[src/rtl/vx_warp_ctl_unit.sv]
// Warp control unit: tracks active/stalled warps, per-warp thread masks,
// warp spawning and a small barrier table. Requests from the GPU unit are
// applied in tmc > wspawn > bar priority; a ctl clear beats a same-warp stall.
module vx_warp_ctl_unit #(
   parameter int          NUM_WARPS    = 4,
   parameter int          NUM_THREADS  = 4,
   parameter int          NUM_BARRIERS = 4,
   parameter logic [31:0] STARTUP_ADDR = 32'h80000000,
   localparam int         NW_BITS      = $clog2(NUM_WARPS),
   localparam int         NB_BITS      = $clog2(NUM_BARRIERS)
) (
   input  logic                             clk,
   input  logic                             reset,
   input  logic                             stall_valid,
   input  logic [NW_BITS-1:0]               stall_wid,
   input  logic                             ctl_valid,
   input  logic [NW_BITS-1:0]               ctl_wid,
   input  logic                             tmc_valid,
   input  logic [NUM_THREADS-1:0]           tmc_tmask,
   input  logic                             wspawn_valid,
   input  logic [NUM_WARPS-1:0]             wspawn_wmask,
   input  logic [31:0]                      wspawn_pc,
   input  logic                             bar_valid,
   input  logic [NB_BITS-1:0]               bar_id,
   input  logic [NW_BITS-1:0]               bar_size_m1,
   output logic [NUM_WARPS-1:0]             active_warps,
   output logic [NUM_WARPS-1:0]             stalled_warps,
   output logic [NUM_WARPS*NUM_THREADS-1:0] thread_masks,
   output logic [NUM_WARPS-1:0]             schedulable,
   output logic                             spawn_valid,
   output logic [NUM_WARPS-1:0]             spawn_wmask,
   output logic [31:0]                      spawn_pc,
   output logic                             busy
);

   localparam logic [NUM_WARPS-1:0]   WARP0_BIT   = NUM_WARPS'(1);
   localparam logic [NUM_THREADS-1:0] THREAD0_BIT = NUM_THREADS'(1);

   logic [NUM_WARPS-1:0]             active_n;
   logic [NUM_WARPS-1:0]             stalled_n;
   logic [NUM_WARPS*NUM_THREADS-1:0] tmasks_n;
   logic                             spawn_valid_n;
   logic [NUM_WARPS-1:0]             spawn_wmask_n;
   logic [31:0]                      spawn_pc_n;
   logic [NW_BITS-1:0]               bar_cnt   [NUM_BARRIERS];
   logic [NUM_WARPS-1:0]             bar_mask  [NUM_BARRIERS];
   logic [NW_BITS-1:0]               bar_cnt_n [NUM_BARRIERS];
   logic [NUM_WARPS-1:0]             bar_mask_n[NUM_BARRIERS];
   logic [NUM_WARPS-1:0]             ctl_bit;

   assign ctl_bit = WARP0_BIT << ctl_wid;

   // Next-state: stall request first, then the single highest-priority ctl op so its clear wins
   always_comb begin
      active_n      = active_warps;
      stalled_n     = stalled_warps;
      tmasks_n      = thread_masks;
      spawn_valid_n = 1'b0;
      spawn_wmask_n = spawn_wmask;
      spawn_pc_n    = spawn_pc;
      bar_cnt_n     = bar_cnt;
      bar_mask_n    = bar_mask;

      if (stall_valid) begin
         stalled_n[stall_wid] = 1'b1;
      end

      if (ctl_valid) begin
         if (tmc_valid) begin
            tmasks_n[ctl_wid*NUM_THREADS +: NUM_THREADS] = tmc_tmask;
            stalled_n[ctl_wid] = 1'b0;
            if (tmc_tmask == '0) begin
               active_n[ctl_wid] = 1'b0;
            end
         end else if (wspawn_valid) begin
            for (int w = 0; w < NUM_WARPS; w++) begin
               if (wspawn_wmask[w] && (NW_BITS'(w) != ctl_wid)) begin
                  active_n[w]  = 1'b1;
                  stalled_n[w] = 1'b0;
                  tmasks_n[w*NUM_THREADS +: NUM_THREADS] = THREAD0_BIT;
               end
            end
            stalled_n[ctl_wid] = 1'b0;
            spawn_valid_n      = 1'b1;
            spawn_wmask_n      = wspawn_wmask & ~ctl_bit;
            spawn_pc_n         = wspawn_pc;
         end else if (bar_valid) begin
            if (bar_cnt[bar_id] == bar_size_m1) begin
               stalled_n          = stalled_n & ~(bar_mask[bar_id] | ctl_bit);
               bar_cnt_n[bar_id]  = '0;
               bar_mask_n[bar_id] = '0;
            end else begin
               bar_cnt_n[bar_id]  = bar_cnt[bar_id] + NW_BITS'(1);
               bar_mask_n[bar_id] = bar_mask[bar_id] | ctl_bit;
            end
         end
      end
   end

   // State registers with synchronous active-low reset that also drops any pending spawn pulse
   always_ff @(posedge clk) begin
      if (!reset) begin
         active_warps  <= WARP0_BIT;
         stalled_warps <= '0;
         thread_masks  <= {{((NUM_WARPS-1)*NUM_THREADS){1'b0}}, THREAD0_BIT};
         spawn_valid   <= 1'b0;
         spawn_wmask   <= '0;
         spawn_pc      <= STARTUP_ADDR;
         for (int b = 0; b < NUM_BARRIERS; b++) begin
            bar_cnt[b]  <= '0;
            bar_mask[b] <= '0;
         end
      end else begin
         active_warps  <= active_n;
         stalled_warps <= stalled_n;
         thread_masks  <= tmasks_n;
         spawn_valid   <= spawn_valid_n;
         spawn_wmask   <= spawn_wmask_n;
         spawn_pc      <= spawn_pc_n;
         for (int b = 0; b < NUM_BARRIERS; b++) begin
            bar_cnt[b]  <= bar_cnt_n[b];
            bar_mask[b] <= bar_mask_n[b];
         end
      end
   end

   // A warp can issue when it is active, not stalled and has at least one live thread
   always_comb begin
      schedulable = '0;
      for (int w = 0; w < NUM_WARPS; w++) begin
         schedulable[w] = active_warps[w] & ~stalled_warps[w]
                        & (|thread_masks[w*NUM_THREADS +: NUM_THREADS]);
      end
   end

   assign busy = |active_warps;

endmodule

[config.mk]
export PLATFORM = sky130hd
export DESIGN_NAME = vx_warp_ctl_unit
export DESIGN_NICKNAME = d
export VERILOG_FILES = /design/src/rtl/vx_warp_ctl_unit.sv
export SDC_FILE = /design/constraint.sdc
export NUM_CORES = 1
export LEC_CHECK = 0
export ABC_AREA = 1
export CAP_MARGIN = 20
export CELL_PAD_IN_SITES_DETAIL_PLACEMENT = 1
export CELL_PAD_IN_SITES_GLOBAL_PLACEMENT = 1
export CORE_MARGIN = 2
export CORE_UTILIZATION = 35
export DETAILED_ROUTE_END_ITERATION = 8
export PLACE_DENSITY = 0.93
export SLEW_MARGIN = 20
export SYNTH_ARGS = -nofsm -noshare
export SYNTH_HDL_FRONTEND = slang
export SYNTH_SLANG_ARGS = --single-unit
[constraint.sdc]
create_clock -name clk -period 2.6 [get_ports clk]
set_input_delay 0.26 -clock clk [delete_from_list [all_inputs] [get_ports clk]]
set_output_delay 0.26 -clock clk [all_outputs]
set_load 0.02 [all_outputs]
==> results of run 1 <==
path summary, 6_finish.rpt:
kind | endpoint
hold reg to reg | spawn_pc[31]
setup reg to reg | stalled_warps[2]
hold / removal | bar_cnt[6]
setup / recovery | schedulable[1]
worst reg2reg max path: stages (launching register included):
cell,delay [ns]
dfxtp_1,0.35
nand2_1,0.06
nand2_1,0.06
nand2_1,0.09
nand2_1,0.12
nand2_1,0.06
nand2_1,0.14
nand4_1,0.14
nand2_1,0.09
nand2_1,0.07
nand2_1,0.11
a21oi_1,0.08
cell families (layout without fill, tap and decap cells):
group,after synthesis,after routing
and+or+nand+nor,206,206
AOI/OAI and AO/OA,135,135
DFF,85,85
buffers and inverters,58,183
adders and majority gates,4,4
cell usage in the layout, fill, tap and decap left out, types with 10 or more instances in the layout:
| master | synthesis | layout |
|---|---|---|
| dfxtp_1 | 85 | 85 |
| inv_1 | 27 | 27 |
| nand4_1 | 10 | 10 |
| clkdlybuf4s50_1 | 0 | 119 |
| nand3_1 | 24 | 24 |
| nand2_1 | 72 | 72 |
| buf_4 | 1 | 14 |
| clkbuf_8 | 0 | 10 |
| nor2_1 | 74 | 74 |
| a21oi_1 | 49 | 49 |
| o21ai_0 | 69 | 69 |
sequential cells by signal, summed over array words and instances, names as in the netlist:
signal / flops
active_warps: 4
bar_cnt: 8
thread_masks: 16
spawn_pc: 32
stalled_warps: 4
bar_mask: 16
spawn_valid: 1
spawn_wmask: 4
area by class of cell:
cell class / count / area [um2]
well taps: 136 / 170
inverters: 34 / 128
repair buffers: 134 / 1300
clock buffers: 11 / 141
flip-flops and latches: 85 / 1700
fillers: 1277 / 4990
multi-input cells: 345 / 1680
clock inverters: 4 / 72.6
report_power, final:
group,internal [mW],total (mW),switching [mW]
clock,0.561,1.04,0.476
sequential,1.35,1.38,0.0330
combinational,0.218,0.482,0.264
Yosys cell counts, types with 2 or more instances:
cell      count
clkbuf_1     12
nor3_1        9
o21ai_0      69
inv_1        27
dfxtp_1      85
nor2_1       74
o211a_1       6
ha_1          4
nor4_1        6
buf_2         8
a21oi_1      49
buf_6         3
nand2_2       3
o21ai_1       2
nand3_1      24
or2_2         3
nand2_1      72
nand4_1      10
a31oi_1       4
inv_2         6
through the flow:
stage | hold slack, ns | cells
2_1_floorplan | 0.386 | 488
3_3_place_gp | 0.442 | 734
3_5_place_dp | 0.464 | 734
4_1_cts | 0.296 | 749
5_1_grt | 0.333 | 749
6_report | 0.305 | 749
metal layers:
metal | vias to the layer above | share of wire [%] | track usage [%]
met5 | - | 0 | 0
met4 | 0 | 2.2 | 10.1
met3 | 23 | 6.8 | 6.44
met2 | 130 | 51 | 40.9
met1 | 1861 | 40 | 25.9
li1 | 1879 | - | -
==> load_flow_metrics.sql, run 1 <==
INSERT INTO impl_metrics (metric_group, metric, value, unit) VALUES
('global_routing', 'grt_start_max_net_pins', '38', ''),
('critical_path', 'depth_of_the_worst_register_to_register_path', '11', ''),
('hold_path', 'class_of_the_tightest_hold_or_removal_check', 'input pin to flip-flop', ''),
('cts', 'cts.path.max_buffers', '2', ''),
('route', 'detail_route.wl_per_cell', '16.9', 'um'),
('yosys', 'synth-adder-area-share', '1.38', '%'),
('global_routing', 'grt_overflow_total', '0', ''),
('final_layout', 'area_growth_syn_to_layout', '42.9', '%'),
('yosys', 'synth_top_cell_area_share', '46.8', '%'),
('route', 'post_drt_via_cell_ratio', '5.20', ''),
('cts', 'cts-root-buf', 'clkbuf_8', ''),
('placed_design', 'dp_slack', '0.400', 'ns'),
('floorplanning', 'boundaryPins', '121', ''),
('timing', 'setup_tns', '0', 'ns'),
('critical_path', 'cp_top_family', 'simple AND/OR/NAND/NOR gates', ''),
('timing', 'rsz_0062_raised_after_global_routing', 'false', ''),
('global_routing', 'antenna_found_initial', '0', ''),
('critical_path', 'r2r_setup_slack', '1.12', 'ns'),
('timing', 'fin_crit_sh', '82.0', '%'),
('route', 'drc_errors', '0', ''),
('yosys', 'yosys.cell_types.count', '32', ''),
('cts', 'post-cts-setup-buffer-count', '0', ''),
('yosys', 'synth_area_per_cell', '7.45', 'um2'),
('placed_design', 'buffer_ports.inserted', '120', ''),
('yosys', 'synthDominantAreaCellType', 'dfxtp_1', ''),
('global_routing', 'gr-usage-all-layers', '23.1', '%'),
('floorplanning', 'die_w', '106', 'um'),
('route', 'dr.first_iter.drc_count', '175', ''),
('floorplanning', 'floorplan.rows', '37', ''),
('timing', 'timing.final.hold_violations', '0', ''),
('cts', 'ctsResizeCount', '0', ''),
('yosys', 'syn-instance-count', '488', ''),
('cts', 'clock_insertion_delay_worst_skew', '0.37', 'ns'),
('critical_path', 'worst-endpoint-arrival', '1.87', 'ns'),
('timing', 'timing.slew.headroom', '62.0', '%'),
('yosys', 'compound_gate_portion_of_the_synthesized_area', '20.1', '%'),
('floorplanning', 'die_outline_area', '11200', 'um2'),
('cts', 'clock_pin_slew_on_the_worst_setup_and_hold_paths', '0.08', 'ns'),
('timing', 'finalSetupViolCount', '0', ''),
('timing', 'timing.final.ws_setup', '0.469', 'ns'),
('floorplanning', 'floorplan.die.height', '106', 'um'),
('power_and_ir_drop', 'power.density_cell_area', '559', 'nW/um2'),
('cts', 'clock_sink_count', '85', ''),
('final_layout', 'n_antenna_cell', '0', ''),
('yosys', 'post_synth_and_or_nand_nor_area_fraction', '24.8', '%'),
('critical_path', 'setup.worst_path.class', 'flip-flop to output port', ''),
('critical_path', 'path_depth', '3', ''),
('timing', 'max_slew_violations', '0', ''),
('yosys', 'synth.area.mux_share', '0', '%'),
('floorplanning', 'core_area', '10200', 'um2'),
('yosys', 'most_instantiated_flip_flop_cell_in_the_synthesis_netlist', 'dfxtp_1', ''),
('critical_path', 'worst-path-max-fanout', '3', ''),
('final_layout', 'core_util_final', '51.0', '%'),
('hold_path', 'hold_start', 'reset', ''),
('critical_path', 'crit_path_max_incr_delay', '0.56', 'ns'),
('yosys', 'synth_top_family_by_area', 'simple AND/OR/NAND/NOR gates', ''),
('yosys', 'synth.net_count', '547', ''),
('run', 'max_cap_violations', '0', ''),
('yosys', 'post_synth_instance_area', '3640', 'um2'),
('critical_path', 'worst-path-buf-inv', '1', ''),
('route', 'drt_pre_antenna_iters', '4', ''),
('run_status', 'run_status', 'completed', ''),
('critical_path', 'cpMaxStageDelayCell', 'clkdlybuf4s50_1', ''),
('timing', 'fin_worst_skew', '0.0116', 'ns'),
('critical_path', 'worstPathCellList', 'nor4_1 > nor3_1 > clkdlybuf4s50_1', ''),
('yosys', 'synth_seq_area_share', '46.8', '%'),
('cts', 'cts-htree-levels', '3', ''),
('critical_path', 'worst_setup_path_end_kind', 'output port', ''),
('final_layout', 'nets', '668', ''),
('yosys', 'synth_enable_flop_cells', '0', ''),
('power_and_ir_drop', 'cellLeakagePower', '2.18', 'nW');
Note: power is estimated with default switching activity, not from simulation.
==> run 2: changes to the inputs <==
- CORE_UTILIZATION: 35 -> 29
- PLACE_DENSITY: 0.93 -> 0.83
- clock period: 2.6 -> 1.9 ns (I/O delays scaled with it)
==> load_flow_metrics.sql, run 2 (same netlist as run 1, synthesis figures left out) <==
INSERT INTO impl_metrics (metric_group, metric, value, unit) VALUES
('floorplanning', 'floorplan.rows', '40', ''),
('final_layout', 'nFillCells', '1483', ''),
('cts', 'clock_insertion_delay_worst_skew', '0.35', 'ns'),
('timing', 'holdWs', '0.247', 'ns'),
('placed_design', 'buffer_ports.inserted', '120', ''),
('global_routing', 'grt_start_max_net_pins', '38', ''),
('floorplanning', 'effective_utilization_at_floorplan', '30.0', '%'),
('power_and_ir_drop', 'peakVddDrop', '0.000430', 'V'),
('cts', 'cts_tree', 'yes', ''),
('critical_path', 'worst-path-max-fanout', '3', ''),
('cts', 'clock_pin_slew_on_the_worst_setup_and_hold_paths', '0.07', 'ns'),
('timing', 'timing.final.hold_violations', '0', ''),
('cts', 'clock_buffers_created_by_tritoncts', '9', ''),
('critical_path', 'setup.worst_path.class', 'flip-flop to output port', ''),
('final_layout', 'nets', '686', ''),
('timing', 'fin_crit_sh', '95.2', '%'),
('floorplanning', 'core_area', '12100', 'um2'),
('cts', 'cts-root-buf', 'clkbuf_16', ''),
('route', 'num_vias', '3955', ''),
('final_layout', 'area_growth_syn_to_layout', '50.9', '%'),
('timing', 'timing.slew.headroom', '58.5', '%'),
('global_routing', 'antenna_found_initial', '0', ''),
('critical_path', 'worst-path-buf-inv', '2', ''),
('route', 'drt.antenna.violating_nets', '0', ''),
('final_layout', 'top_register', 'spawn_pc', ''),
('placed_design', 'placed_cells', '784', ''),
('final_layout', 'leading_cell_type_in_the_layout_fill_and_taps_excluded', 'clkdlybuf4s50_1', ''),
('final_layout', 'largestRegisters', 'spawn_pc (32), bar_mask (16), thread_masks (16)', ''),
('cts', 'post-cts-setup-buffer-count', '0', ''),
('final_layout', 'final_cells', '800', ''),
('floorplanning', 'boundaryPins', '121', ''),
('cts', 'clock_sink_count', '85', ''),
('timing', 'finalSetupViolCount', '0', ''),
('critical_path', 'worstPathCellList', 'inv_1 > nor3_1 > clkdlybuf4s50_1', ''),
('critical_path', 'beginning_of_the_critical_path', 'active_warps[2]', ''),
('cts', 'cts-htree-levels', '3', ''),
('critical_path', 'cpMaxStageDelayCell', 'clkdlybuf4s50_1', ''),
('final_layout', 'area.sequential', '1700', 'um2'),
('global_routing', 'gr-usage-all-layers', '19.8', '%'),
('final_layout', 'final_cell_mix', '115 x clkdlybuf4s50_1, 85 x dfxtp_1, 74 x nor2_1, 72 x nand2_1, 69 x o21ai_0', ''),
('floorplanning', 'die_outline_area', '13500', 'um2'),
('timing', 'setup_tns', '0', 'ns'),
('power_and_ir_drop', 'cellLeakagePower', '2.33', 'nW'),
('final_layout', 'drive_gt1_share', '10.8', '%'),
('route', 'detail_route.wl_per_cell', '16.2', 'um'),
('route', 'drt-total-wl', '13000', 'um'),
('critical_path', 'worst_setup_path_end_kind', 'output port', ''),
('critical_path', 'regToRegStartpoint', 'bar_cnt[1]', ''),
('global_routing', 'grt_pass1_wl', '20600', 'um'),
('final_layout', 'core_util_final', '45.3', '%'),
('timing', 'rsz_0062_raised_after_global_routing', 'false', ''),
('final_layout', 'n_antenna_cell', '0', ''),
('critical_path', 'worst-endpoint-arrival', '1.62', 'ns'),
('final_layout', 'multi_input_comb_area', '1690', 'um2'),
('run', 'max_cap_violations', '0', ''),
('cts', 'cts.path.max_buffers', '2', ''),
('timing', 'post-route-min-period', '1.81', 'ns'),
('floorplanning', 'floorplan.die.height', '116', 'um'),
('cts', 'postCtsHoldBufs', '0', ''),
('timing', 'slew_at_the_pin_closest_to_its_max_slew_limit', '0.621', 'ns'),
('route', 'drt_pre_antenna_iters', '4', ''),
('route', 'drc_errors', '0', ''),
('placed_design', 'final_gp_congestion', '0.875', ''),
('critical_path', 'cp.required', '1.71', 'ns'),
('route', 'dr.first_iter.drc_count', '227', ''),
('placed_design', 'hpwl', '9630', 'um'),
('timing', 'max_slew_violations', '0', ''),
('power_and_ir_drop', 'power.density_cell_area', '816', 'nW/um2'),
('final_layout', 'largest_reg_flops', '32', ''),
('timing', 'timing.fmax', '553', 'MHz'),
('hold_path', 'class_of_the_tightest_hold_or_removal_check', 'input pin to flip-flop', ''),
('timing', 'fin_worst_skew', '0.00641', 'ns'),
('floorplanning', 'die_w', '116', 'um'),
('route', 'post_drt_via_cell_ratio', '4.94', ''),
('global_routing', 'first_global_vias', '4107', ''),
('critical_path', 'critical_path.startpoint_type', 'flip-flop', ''),
('run_status', 'run_status', 'completed', ''),
('global_routing', 'grt_overflow_total', '0', ''),
('critical_path', 'cp_top_family', 'buffers and inverters', ''),
('hold_path', 'hold_start', 'reset', ''),
('critical_path', 'crit_path_max_incr_delay', '0.63', 'ns');
==> run 2: final timing paths <==
kind,end,slack (ns),cells past startpoint
max,schedulable[2],0.09,3
min,bar_mask[2],0.25,3
max reg2reg,stalled_warps[3],0.33,11
min reg2reg,spawn_wmask[0],0.47,2
==> run 2: worst reg2reg max path, stage by stage, from the launching register on <==
cell and delay, ns:
dfxtp_1 0.34, nand2_1 0.10, nand2_1 0.10, nand2_1 0.09
nand2_1 0.11, nand2_1 0.06, nand2_1 0.16, nand2_2 0.14
nor2_1 0.13, o21ai_1 0.07, nand2_1 0.07, a21oi_1 0.05
==> run 2: routing by layer <==
| metal | GRT usage [%] | routed length (um) | part of all wire (%) |
|---|---|---|---|
| met5 | 0 | 0 | 0 |
| met4 | 8.73 | 310 | 2.4 |
| met3 | 6.12 | 867 | 6.7 |
| met2 | 33.4 | 6240 | 48 |
| met1 | 23.2 | 5540 | 43 |
==> run 2: where the power goes <==
group	internal [mW]	switching, mW	leakage, nW	total, mW
sequential	1.85	0.0453	0.692	1.90
clock	1.15	0.735	0.153	1.89
combinational	0.323	0.369	1.49	0.692
==> run 2: repair_timing <==
item	in CTS	in global routing
setup endpoints to repair	3	7
endpoints found under the hold margin	0	0
resized for setup	3	3
pin swaps	0	0
==> run 2: final cells by class <==
type	count	area share, %
timing repair buffer	152	26.2
clock inverter	6	1.57
inverter	34	2.33
clock buffer	10	4.17
tap	168	3.83
multi-input combinational	345	30.9
sequential	85	31.0
==> run 2: per-stage QoR <==
step	setup slack, ns	area (um2)	power, mW
floorplan	0.529	3640	2.24
global placement	-0.0387	5160	2.60
detailed placement	-0.184	5160	2.62
CTS	0.0199	5480	4.52
global route	0.00523	5490	4.67
finish	0.0921	5490	4.48
==> run 3: changes to the inputs <==
- MAX_ROUTING_LAYER: not set -> met4
==> load_flow_metrics.sql, run 3 (same netlist as run 1, synthesis figures left out) <==
INSERT INTO impl_metrics (metric_group, metric, value, unit) VALUES
('floorplanning', 'boundaryPins', '121', ''),
('critical_path', 'worst_setup_path_end_kind', 'output port', ''),
('final_layout', 'final_cells', '800', ''),
('critical_path', 'critical_path.startpoint_type', 'flip-flop', ''),
('floorplanning', 'die_w', '116', 'um'),
('floorplanning', 'die_outline_area', '13500', 'um2'),
('placed_design', 'final_gp_congestion', '0.905', ''),
('timing', 'setup_tns', '0', 'ns'),
('timing', 'post-route-min-period', '1.81', 'ns'),
('critical_path', 'worst-endpoint-arrival', '1.62', 'ns'),
('power_and_ir_drop', 'power.total', '4.44', 'mW'),
('floorplanning', 'core_area', '12100', 'um2'),
('floorplanning', 'effective_utilization_at_floorplan', '30.0', '%'),
('cts', 'clock_sink_count', '85', ''),
('cts', 'clock_pin_slew_on_the_worst_setup_and_hold_paths', '0.06', 'ns'),
('global_routing', 'grt_overflow_total', '0', ''),
('timing', 'slew_at_the_pin_closest_to_its_max_slew_limit', '0.578', 'ns'),
('route', 'num_vias', '4007', ''),
('route', 'drt.antenna.violating_nets', '0', ''),
('timing', 'fin_worst_skew', '0.00882', 'ns'),
('final_layout', 'drive_gt1_share', '11.4', '%'),
('global_routing', 'grt_pass1_wl', '21100', 'um'),
('run', 'max_cap_violations', '0', ''),
('timing', 'timing.fmax', '552', 'MHz'),
('cts', 'cts_tree', 'yes', ''),
('global_routing', 'antenna_found_initial', '0', ''),
('critical_path', 'worst-path-max-fanout', '3', ''),
('final_layout', 'largestRegisters', 'spawn_pc (32), bar_mask (16), thread_masks (16)', ''),
('power_and_ir_drop', 'power.density_cell_area', '808', 'nW/um2'),
('final_layout', 'area_growth_syn_to_layout', '51.0', '%'),
('run_status', 'run_status', 'completed', ''),
('route', 'dr.first_iter.drc_count', '225', ''),
('cts', 'cts-root-buf', 'clkbuf_16', ''),
('final_layout', 'top_register', 'spawn_pc', ''),
('final_layout', 'core_util_final', '45.4', '%'),
('critical_path', 'cp.required', '1.71', 'ns'),
('cts', 'post-cts-setup-buffer-count', '0', ''),
('placed_design', 'buffer_ports.inserted', '120', ''),
('cts', 'clock_insertion_delay_worst_skew', '0.34', 'ns'),
('timing', 'max_slew_violations', '0', ''),
('power_and_ir_drop', 'peakVddDrop', '0.000387', 'V'),
('timing', 'timing.final.hold_violations', '0', ''),
('cts', 'cts.path.max_buffers', '2', ''),
('hold_path', 'class_of_the_tightest_hold_or_removal_check', 'input pin to flip-flop', ''),
('global_routing', 'grt_start_max_net_pins', '38', ''),
('timing', 'timing.slew.headroom', '61.4', '%'),
('cts', 'clock_buffers_created_by_tritoncts', '9', ''),
('final_layout', 'largest_reg_flops', '32', ''),
('placed_design', 'placed_cells', '784', ''),
('route', 'drc_errors', '0', ''),
('placed_design', 'hpwl', '9710', 'um'),
('route', 'drt_pre_antenna_iters', '4', ''),
('timing', 'finalSetupViolCount', '0', ''),
('timing', 'holdWs', '0.239', 'ns'),
('final_layout', 'leading_cell_type_in_the_layout_fill_and_taps_excluded', 'clkdlybuf4s50_1', ''),
('timing', 'rsz_0062_raised_after_global_routing', 'false', ''),
('route', 'drt-total-wl', '13200', 'um'),
('final_layout', 'n_antenna_cell', '0', ''),
('timing', 'fin_crit_sh', '95.3', '%'),
('route', 'post_drt_via_cell_ratio', '5.01', ''),
('floorplanning', 'floorplan.rows', '40', ''),
('final_layout', 'final_cell_mix', '116 x clkdlybuf4s50_1, 85 x dfxtp_1, 73 x nor2_1, 72 x nand2_1, 69 x o21ai_0', ''),
('cts', 'cts-htree-levels', '3', ''),
('route', 'detail_route.wl_per_cell', '16.5', 'um'),
('global_routing', 'first_global_vias', '4282', ''),
('final_layout', 'nets', '686', ''),
('critical_path', 'setup.worst_path.class', 'flip-flop to output port', ''),
('floorplanning', 'floorplan.die.height', '116', 'um'),
('global_routing', 'gr-usage-all-layers', '20.5', '%'),
('power_and_ir_drop', 'cellLeakagePower', '2.33', 'nW');
-- run 3: repair_timing --
item,4_1_cts,5_1_grt
endpoints found under the setup margin,3,7
hold buffers,0,0
hold endpoints to repair,0,0
resized for setup,4,4
-- run 3: cell type report --
| type | count | area (um2) |
|---|---|---|
| Multi-Input combinational cell | 345 | 1710 |
| Inverter | 34 | 128 |
| Timing Repair Buffer | 152 | 1440 |
| Clock buffer | 12 | 267 |
| Clock inverter | 4 | 45.0 |
| Tap cell | 168 | 210 |
| Fill cell | 1494 | 6620 |
| Sequential cell | 85 | 1700 |
-- run 3: final timing paths --
path | startpoint | to | slack, ns | cells past startpoint
worst max-delay path | thread_masks[0] | schedulable[0] | 0.09 | 3
worst max register to register | bar_cnt[5] | stalled_warps[3] | 0.40 | 11
worst min-delay path | reset | bar_mask[1] | 0.24 | 3
worst min register to register | spawn_pc[31] | spawn_pc[31] | 0.47 | 2
-- run 3: power by group --
part | switching [mW] | total, mW | internal [mW]
combinational | 0.370 | 0.694 | 0.325
clock | 0.728 | 1.85 | 1.12
sequential | 0.0458 | 1.90 | 1.85
-- run 3: routing by layer --
| layer | part of all wire (%) | vias to the layer above | GRT usage [%] |
|---|---|---|---|
| met5 | 0 | - | - |
| met4 | 2.4 | 0 | 8.81 |
| met3 | 6.7 | 24 | 4.86 |
| met2 | 48 | 149 | 33.3 |
| met1 | 43 | 1910 | 24.2 |
| li1 | - | 1924 | - |
-- run 3: worst max-delay path, cell delays in order, from the launching register on --
cell	delay, ns
dfxtp_1	0.34
nor4_2	0.33
nor3_1	0.07
clkdlybuf4s50_1	0.54
-- run 3: stage by stage --
stage	worst slack (ns)	cell area, um2
final	0.0894	5490
after floorplan	0.529	3640
after detailed placement	-0.165	5160
after CTS	0.0579	5480
after global placement	-0.0381	5160
after global routing	0.000999	5490
